$ cat src/rtl/gf_inv_8.sv
// Registered GF(2^8) multiplicative inverter (AES field, 0x11B) built on the
// composite field GF((2^4)^2): GF(16) = GF(2)[x]/(x^4+x+1), outer poly y^2+y+lambda, lambda = 0xC.

// GF(16) general multiplier modulo x^4+x+1.
module gf4_mul (
  input  logic [3:0] a,
  input  logic [3:0] b,
  output logic [3:0] p
);
  logic [6:0] prod_s;

  // Carry-less product, then fold x^4..x^6 back using x^4 = x + 1.
  always_comb begin
    prod_s = 7'd0;
    for (int i = 0; i < 4; i++) begin
      if (b[i]) begin
        prod_s = prod_s ^ ({3'd0, a} << i);
      end else begin
        prod_s = prod_s;
      end
    end
    p[0] = prod_s[0] ^ prod_s[4];
    p[1] = prod_s[1] ^ prod_s[4] ^ prod_s[5];
    p[2] = prod_s[2] ^ prod_s[5] ^ prod_s[6];
    p[3] = prod_s[3] ^ prod_s[6];
  end
endmodule

// GF(16) squarer: a linear map, since squaring is the Frobenius automorphism.
module gf4_sq (
  input  logic [3:0] a,
  output logic [3:0] q
);
  // Square as a fixed XOR network.
  always_comb begin
    q[0] = a[0] ^ a[2];
    q[1] = a[2];
    q[2] = a[1] ^ a[3];
    q[3] = a[3];
  end
endmodule

// GF(16) constant multiplier by lambda = 0xC (x^3 + x^2).
module gf4_scale_lambda (
  input  logic [3:0] a,
  output logic [3:0] q
);
  // Fixed XOR network for a * (x^3 + x^2) mod x^4+x+1.
  always_comb begin
    q[0] = a[1] ^ a[2];
    q[1] = a[1] ^ a[3];
    q[2] = a[0] ^ a[2];
    q[3] = a[0] ^ a[1] ^ a[3];
  end
endmodule

// GF(16) inverter with inv(0) = 0.
module gf4_inv (
  input  logic [3:0] a,
  output logic [3:0] q
);
  // Sixteen-entry lookup; small enough to flatten into gates.
  always_comb begin
    case (a)
      4'h0:    q = 4'h0;
      4'h1:    q = 4'h1;
      4'h2:    q = 4'h9;
      4'h3:    q = 4'hE;
      4'h4:    q = 4'hD;
      4'h5:    q = 4'hB;
      4'h6:    q = 4'h7;
      4'h7:    q = 4'h6;
      4'h8:    q = 4'hF;
      4'h9:    q = 4'h2;
      4'hA:    q = 4'hC;
      4'hB:    q = 4'h5;
      4'hC:    q = 4'hA;
      4'hD:    q = 4'h4;
      4'hE:    q = 4'h3;
      4'hF:    q = 4'h8;
      default: q = 4'h0;
    endcase
  end
endmodule

module gf_inv_8 (
  input  logic       clk,
  input  logic       rst,
  input  logic       valid_in,
  input  logic [7:0] data_in,
  output logic       valid_out,
  output logic [7:0] data_out
);
  // delta: columns are beta^0..beta^7, beta = 0x5F a root of 0x11B in the composite field.
  function automatic logic [7:0] iso_map(input logic [7:0] q);
    logic [7:0] y;
    y[0] = q[0] ^ q[1] ^ q[2] ^ q[5] ^ q[7];
    y[1] = q[1] ^ q[3] ^ q[5] ^ q[6] ^ q[7];
    y[2] = q[1] ^ q[3] ^ q[4] ^ q[6] ^ q[7];
    y[3] = q[1] ^ q[3] ^ q[5] ^ q[6];
    y[4] = q[1] ^ q[5] ^ q[7];
    y[5] = q[2] ^ q[3];
    y[6] = q[1] ^ q[4] ^ q[6] ^ q[7];
    y[7] = q[5] ^ q[7];
    return y;
  endfunction

  // delta^-1, the GF(2) inverse of the matrix above.
  function automatic logic [7:0] iso_unmap(input logic [7:0] y);
    logic [7:0] q;
    q[0] = y[0] ^ y[2] ^ y[4] ^ y[5] ^ y[6];
    q[1] = y[4] ^ y[7];
    q[2] = y[2] ^ y[5] ^ y[6];
    q[3] = y[2] ^ y[6];
    q[4] = y[2] ^ y[3] ^ y[7];
    q[5] = y[1] ^ y[3] ^ y[7];
    q[6] = y[1] ^ y[2] ^ y[4] ^ y[6];
    q[7] = y[1] ^ y[3];
    return q;
  endfunction

  logic [7:0] map_s;
  logic [3:0] ah_s, al_s;
  logic [3:0] ah_sq_s, al_sq_s, ah_sq_l_s, ah_al_s;
  logic [3:0] d_s, d_inv_s, ah_xor_al_s, bh_s, bl_s;
  logic [7:0] inv_s;
  logic [7:0] data_r;
  logic       valid_r;

  // Map into the composite basis and split into nibbles.
  always_comb begin
    map_s       = iso_map(data_in);
    ah_s        = map_s[7:4];
    al_s        = map_s[3:0];
    ah_xor_al_s = map_s[7:4] ^ map_s[3:0];
  end

  gf4_sq           u_sq_ah  (.a(ah_s),    .q(ah_sq_s));
  gf4_scale_lambda u_scale  (.a(ah_sq_s), .q(ah_sq_l_s));
  gf4_mul          u_mul_hl (.a(ah_s),    .b(al_s),    .p(ah_al_s));
  gf4_sq           u_sq_al  (.a(al_s),    .q(al_sq_s));

  // Norm of (ah*y + al); zero only for the zero byte.
  always_comb begin
    d_s = ah_sq_l_s ^ ah_al_s ^ al_sq_s;
  end

  gf4_inv          u_inv    (.a(d_s),         .q(d_inv_s));
  gf4_mul          u_mul_bh (.a(ah_s),        .b(d_inv_s), .p(bh_s));
  gf4_mul          u_mul_bl (.a(ah_xor_al_s), .b(d_inv_s), .p(bl_s));

  // Back to the polynomial basis.
  always_comb begin
    inv_s = iso_unmap({bh_s, bl_s});
  end

  // Single output stage; reset drops any byte presented in the same cycle.
  always_ff @(posedge clk) begin
    if (rst) begin
      data_r  <= 8'h00;
      valid_r <= 1'b0;
    end else begin
      valid_r <= valid_in;
      if (valid_in) begin
        data_r <= inv_s;
      end else begin
        data_r <= data_r;
      end
    end
  end

  assign data_out  = data_r;
  assign valid_out = valid_r;
endmodule

$ cat config.mk
export PLATFORM = sky130hd
export DESIGN_NAME = gf_inv_8
export DESIGN_NICKNAME = d
export VERILOG_FILES = /design/src/rtl/gf_inv_8.sv
export SDC_FILE = /design/constraint.sdc
export NUM_CORES = 1
export LEC_CHECK = 0
export BUFFER_PORTS_ARGS = -buffer_cell sky130_fd_sc_hd__buf_4
export CAP_MARGIN = 0
export CORE_UTILIZATION = 58
export DETAILED_ROUTE_END_ITERATION = 8
export PLACE_DENSITY_LB_ADDON = 0.08
export SYNTH_ARGS = -nofsm -noshare
export SYNTH_HDL_FRONTEND = slang
export SYNTH_SLANG_ARGS = --single-unit
$ cat constraint.sdc
create_clock -name clk -period 6.3 [get_ports clk]
set_input_delay 0.63 -clock clk [delete_from_list [all_inputs] [get_ports clk]]
set_output_delay 0.63 -clock clk [all_outputs]
set_load 0.01 [all_outputs]
==> summary.txt, run 1 <==
Clocking
  • Hold_buf cts: 0
  • Clock latency at the later pin of the worst-skew pair: 0.22 ns
  • # Post-CTS Setup Buffers: 0
  • CTS H-tree depth: 1
  • Post-CTS Resized: 0
  • CTS Buf Count: 3
  • Clock transition at path regs: 0.04 ns
  • CTS Sinks: 9
  • CTS max path bufs: 2
  • CTS root buffer: clkbuf_8
  • TritonCTS clock tree: built

Cells and area
  • Most frequent cells in the layout: xnor2_1, nor2_1, nand2_1, buf_4, mux2i_1
  • Final net count: 288
  • # diodes: 0
  • Layout fillers: 332
  • P&R area growth vs syn: 6.43%
  • Final instance area: 0.00242 sq mm
  • Share of cells above drive strength 1: 0.186

Synthesis
  • Post-synth top flop: dfxtp_1
  • Sequential fraction of the synthesis area: 0.0791
  • Synth warn: 0
  • Cell count after synthesis: 264
  • Synthesis-stage register bit count: 9
  • Asr flop ratio synth: 0
  • Syn Area/Cell: 8.63 sq um
  • Mapped Area: 0.00228 sq mm
  • Syn nets: 282
  • Number of synthesized flops with an enable pin: 0
  • Synth unique cells: 59

Setup path
  • WS Path Type: input pin to flop
  • Worst Path Required: 6.45 ns
  • Max Fanout on Critical Path: 16
  • Startpoint Class: input pin
  • Critical Path Sink Type: flop
  • WP data arrival: 5.27 ns

STA
  • Tcrit/Tclk final: 0.813
  • Slew at the pin with the worst max-slew slack: 0.826 ns
  • Final Hold Viols: 0
  • Worst hold margin: 0.490 ns
  • Max_slew headroom: 0.433
  • Final WS setup: 1.18 ns
  • Final critical-path required period: 5.12 ns
  • Worst Skew: 0 ns
  • Unrepaired setup endpoints after global routing: no
  • Final Setup Violations: 0
  • Setup TNS: 0 ns
  • Max Clock Freq: 195 MHz
  • Max Slew Vio Count: 0

Placement
  • RD Place Congestion: 0.856
  • # port buffers: 19
  • Placed Area: 0.00238 sq mm
  • Dpl ws: 0.926 ns
  • Hpwl dp: 3.37 mm

Die
  • Initial core utilization: 0.613
  • # rows: 22
  • Die Span Y: 64.7 um
  • # IOs: 20
  • Die area: 0.00418 sq mm
  • Core Area: 0.00372 sq mm
  • Die W: 64.7 um

Route
  • Routed wire length per instance: 14.1 um
  • Routed vias: 1,790
  • Final ANT Viol Nets: 0
  • Pre-antenna DRT Iters: 4
  • # DRC: 0
  • DR iter-0 viols: 90
  • WL final: 4.49 mm
  • Via density: 5.65

Outcome
  • Status: completed

Global route
  • Global-route wire length before repair: 7.74 mm
  • Number of global-route vias before repair: 1,601
  • Total gr overflow: 0
  • Largest net degree at the start of global routing: 22
  • Antenna violations before repair: 0
  • Aggregate global-route resource usage: 0.232

Job
  • Max Cap Viol: 0

Worst hold path
  • Path type of the worst min-delay path: flop to flop
-- stage by stage --
| stage | cells | utilization |
|---|---|---|
| after floorplan | 264 | - |
| after global placement | 313 | 0.640 |
| after CTS | 317 | 0.652 |
| after global routing | 317 | 0.652 |
| after detailed placement | 313 | 0.640 |
| final | 317 | 0.652 |
-- state kept, by name (all words and copies together) (netlist names) --
| register | flops |
|---|---|
| data_out | 8 |
| valid_out | 1 |
-- final cells by class --
cell class                      count  area, sq um  share of cell area
Inverter                           13         48.8              0.0201
Timing Repair Buffer               20          150              0.0620
Sequential cell                     9          180              0.0743
Tap cell                           48         60.1              0.0248
Clock buffer                        4         45.0              0.0186
Multi-Input combinational cell    223         1940               0.800
-- final timing paths --
check / slack, ns / startpoint / endpoint / cells past startpoint
worst max-delay path: 1.18 / data_in[1] / data_out[0] / 16
worst min-delay path: 0.49 / data_out[1] / data_out[1] / 2
worst max register to register: 5.61 / data_out[5] / data_out[5] / 2
worst min register to register: 0.49 / data_out[1] / data_out[1] / 2
-- cell families after synthesis --
| kind of cell | share of synthesized area |
|---|---|
| AOI/OAI and AO/OA | 0.169 |
| xor gates and xnor gates | 0.388 |
| adders and majority gates | 0.0385 |
| buffers and inverters | 0.0692 |
| DFF | 0.0791 |
| muxes | 0.0896 |
| and+or+nand+nor | 0.166 |
-- worst max-delay path, stage by stage --
cell      delay [ns]
buf_4           0.25
xor2_4          0.31
xnor2_1         0.22
xnor2_1         0.11
ha_1            0.23
xnor2_1         0.24
xnor2_1         0.09
xnor3_1         0.67
xnor3_1         0.30
mux2i_1         0.64
nor2_1          0.16
xnor2_2         0.18
xnor3_1         0.40
xnor3_1         0.41
xnor3_1         0.22
a211oi_2        0.21
-- routing by layer --
metal / GRT usage / routed length, um / part of all wire
met5: 0 / 0 / 0
met4: 0.0417 / 35 / 0.0078
met3: 0.0141 / 124 / 0.028
met2: 0.361 / 2040 / 0.46
met1: 0.354 / 2280 / 0.51
-- synth_stat cells, types with 3 or more instances --
master	count	area, sq um
a211oi_1	7	52.6
a21oi_1	10	50.1
buf_2	9	45.0
buf_4	3	22.5
clkbuf_1	5	18.8
dfxtp_1	9	180
ha_1	7	87.6
inv_1	11	41.3
mux2i_1	17	170
nand2_1	23	86.3
nand2b_1	5	31.3
nor2_1	30	113
nor3_1	4	20.0
o21ai_0	7	35.0
o21ai_1	4	20.0
xnor2_1	30	263
xnor2_2	4	65.1
xnor3_1	12	270
xor2_1	10	87.6
Power of run 1 is left out: the tool's default activity adds up to more than one toggle a clock period on the data nets, which glitch-free logic cannot reach.
==> run 2, diff against run 1 <==
Settings changed: CORE_UTILIZATION 58 to 56.
Clock period 6.3 ns to 4.4 ns, I/O delays scaled along.
==> run 2 against run 1 <==
Core utilization grew 10 points. Sequential cell count unchanged. Global-route usage grew 2.4 points. Clock skew unchanged. Die area increased by 3.5%. Non-clock buffer count increased by 46. First-iteration DRC count increased by 17%. Wire length rose by 16%. Critical path depth rose by 2. Final cell count rose by 15%. Register-to-register slack got worse by 2.0 ns. Critical endpoint is now data_out[6].
==> summary.txt, run 2 (synthesis gave the netlist of run 1 again) <==
STA
  • Worst Skew: 0 ns (unchanged)
  • Slew at the pin with the worst max-slew slack: 0.542 ns (-0.284 ns)
  • Max Clock Freq: 237 MHz
  • Max_slew headroom: 0.636 (+0.203)
  • Unrepaired setup endpoints after global routing: yes
  • Final Setup Violations: 0 (unchanged)
  • Tcrit/Tclk final: 0.961
  • Final Hold Viols: 0 (unchanged)
  • Final WS setup: 0.173 ns (-1.00 ns)
  • Max Slew Vio Count: 0 (unchanged)
  • Setup TNS: 0 ns (unchanged)
  • Final critical-path required period: 4.23 ns

Setup path
  • CP bufs+invs: 4 (+3)
  • Critical Path Sink Type: flop
  • WP data arrival: 4.38 ns (-0.89 ns)
  • Max Fanout on Critical Path: 8 (-8)
  • Top Family by Delay on Critical Path: XOR/XNOR gates
  • CP cell instances: buf_4 > buf_4 > xnor2_4 > buf_4 > xor2_1 > mux2i_1 > xnor2_1 > xor2_1 > inv_1 > ha_1 > mux2i_1 > mux2i_1 > or4_1 > o311ai_2 > xor2_2 > xnor3_2 > xnor3_1 > a211oi_2
  • Crit path max-delay cell type: or4_1
  • WS Path Type: input pin to flop
  • CP max stage delay: 0.50 ns (-0.17 ns)
  • Startpoint Class: input pin
  • Worst Path Required: 4.55 ns (-1.90 ns)

Clocking
  • CTS max path bufs: 2 (unchanged)
  • CTS root buffer: clkbuf_8
  • CTS Buf Count: 3 (unchanged)
  • CTS Sinks: 9 (unchanged)
  • Hold_buf cts: 0 (unchanged)
  • Clock transition at path regs: 0.05 ns (about the same)
  • Clock latency at the later pin of the worst-skew pair: 0.23 ns (about the same)
  • TritonCTS clock tree: built
  • # Post-CTS Setup Buffers: 0 (unchanged)
  • CTS H-tree depth: 1 (unchanged)
  • Post-CTS Resized: 0 (unchanged)

Global route
  • Total gr overflow: 0 (unchanged)
  • Antenna violations before repair: 0 (unchanged)
  • Largest net degree at the start of global routing: 18 (-18%)
  • Global-route wire length before repair: 8.39 mm (+8.4%)
  • Number of global-route vias before repair: 1,865 (+16%)
  • Aggregate global-route resource usage: 0.256 (+0.0236)

Outcome
  • Status: completed

Die
  • Die Span Y: 65.8 um (+1.7%)
  • # IOs: 20 (unchanged)
  • # rows: 22 (unchanged)
  • Die W: 65.8 um (+1.7%)
  • Core Area: 0.00377 sq mm (+1.5%)
  • Initial core utilization: 0.604 (-0.00895)
  • Die area: 0.00433 sq mm (+3.5%)

Cells and area
  • Max FFs per register: 8 (unchanged)
  • P&R area growth vs syn: 24.8%
  • Final net count: 334 (+16%)
  • Leading cell type in the layout, fill and taps excluded: buf_4
  • Final core utilization: 0.753 (+0.101)
  • # diodes: 0 (unchanged)
  • Most frequent cells in the layout: buf_4, nor2_1, xnor2_1, nand2_1, mux2i_1
  • Share of cells above drive strength 1: 0.337 (+0.151)
  • Final instance area: 0.00284 sq mm (+17%)

Placement
  • Placed Area: 0.00275 sq mm (+16%)
  • RD Place Congestion: 0.860 (+0.53%)
  • Dpl ws: -0.140 ns (-1.07 ns)
  • # port buffers: 19 (unchanged)
  • Hpwl dp: 4.14 mm (+23%)

Route
  • # DRC: 0 (unchanged)
  • Via density: 5.54 (-1.9%)
  • WL final: 5.21 mm (+16%)
  • Pre-antenna DRT Iters: 4 (unchanged)
  • Routed wire length per instance: 14.3 um (+1.4%)
  • Routed vias: 2,011 (+12%)
  • Final ANT Viol Nets: 0 (unchanged)
  • DR iter-0 viols: 105 (+17%)

Worst hold path
  • Path type of the worst min-delay path: input pin to flop

Job
  • Max Cap Viol: 0 (unchanged)
-- run 2: cell types whose count changed in the layout (fill, tap and decap cells not counted), moves of 2 or more --
cell / change
xnor2_2: +4
buf_4: +45
mux2i_2: +2
xnor2_1: -4
mux2i_1: -2
-- run 2: worst paths after layout --
path | from | end | slack (ns) | cells past startpoint
max | data_in[1] | data_out[6] | 0.17 | 18
min | rst | data_out[0] | 0.45 | 2
max reg2reg | data_out[6] | data_out[6] | 3.66 | 2
min reg2reg | data_out[2] | data_out[2] | 0.49 | 2
-- run 2: cell type report --
class | count | area, sq um
sequential | 9 | 180
clock buffer | 4 | 45.0
timing repair buffer | 66 | 508
inverter | 13 | 48.8
tap | 48 | 60.1
fill | 279 | 930
multi-input combinational | 223 | 2000
-- run 2: stage by stage --
stage / hold WS [ns] / std cells
5_1_grt: 0.445 / 363
6_report: 0.451 / 363
3_3_place_gp: 0.474 / 359
3_5_place_dp: 0.480 / 359
4_1_cts: 0.446 / 363
2_1_floorplan: 0.505 / 264
-- run 2: per-layer routing --
layer  share of wire  wire, um  GRT usage
met5               0         0          0
met4          0.0094        49     0.0435
met2            0.47      2470      0.415
met1            0.48      2500      0.361
met3           0.037       191     0.0379
Power of run 2 is left out for the same reason.
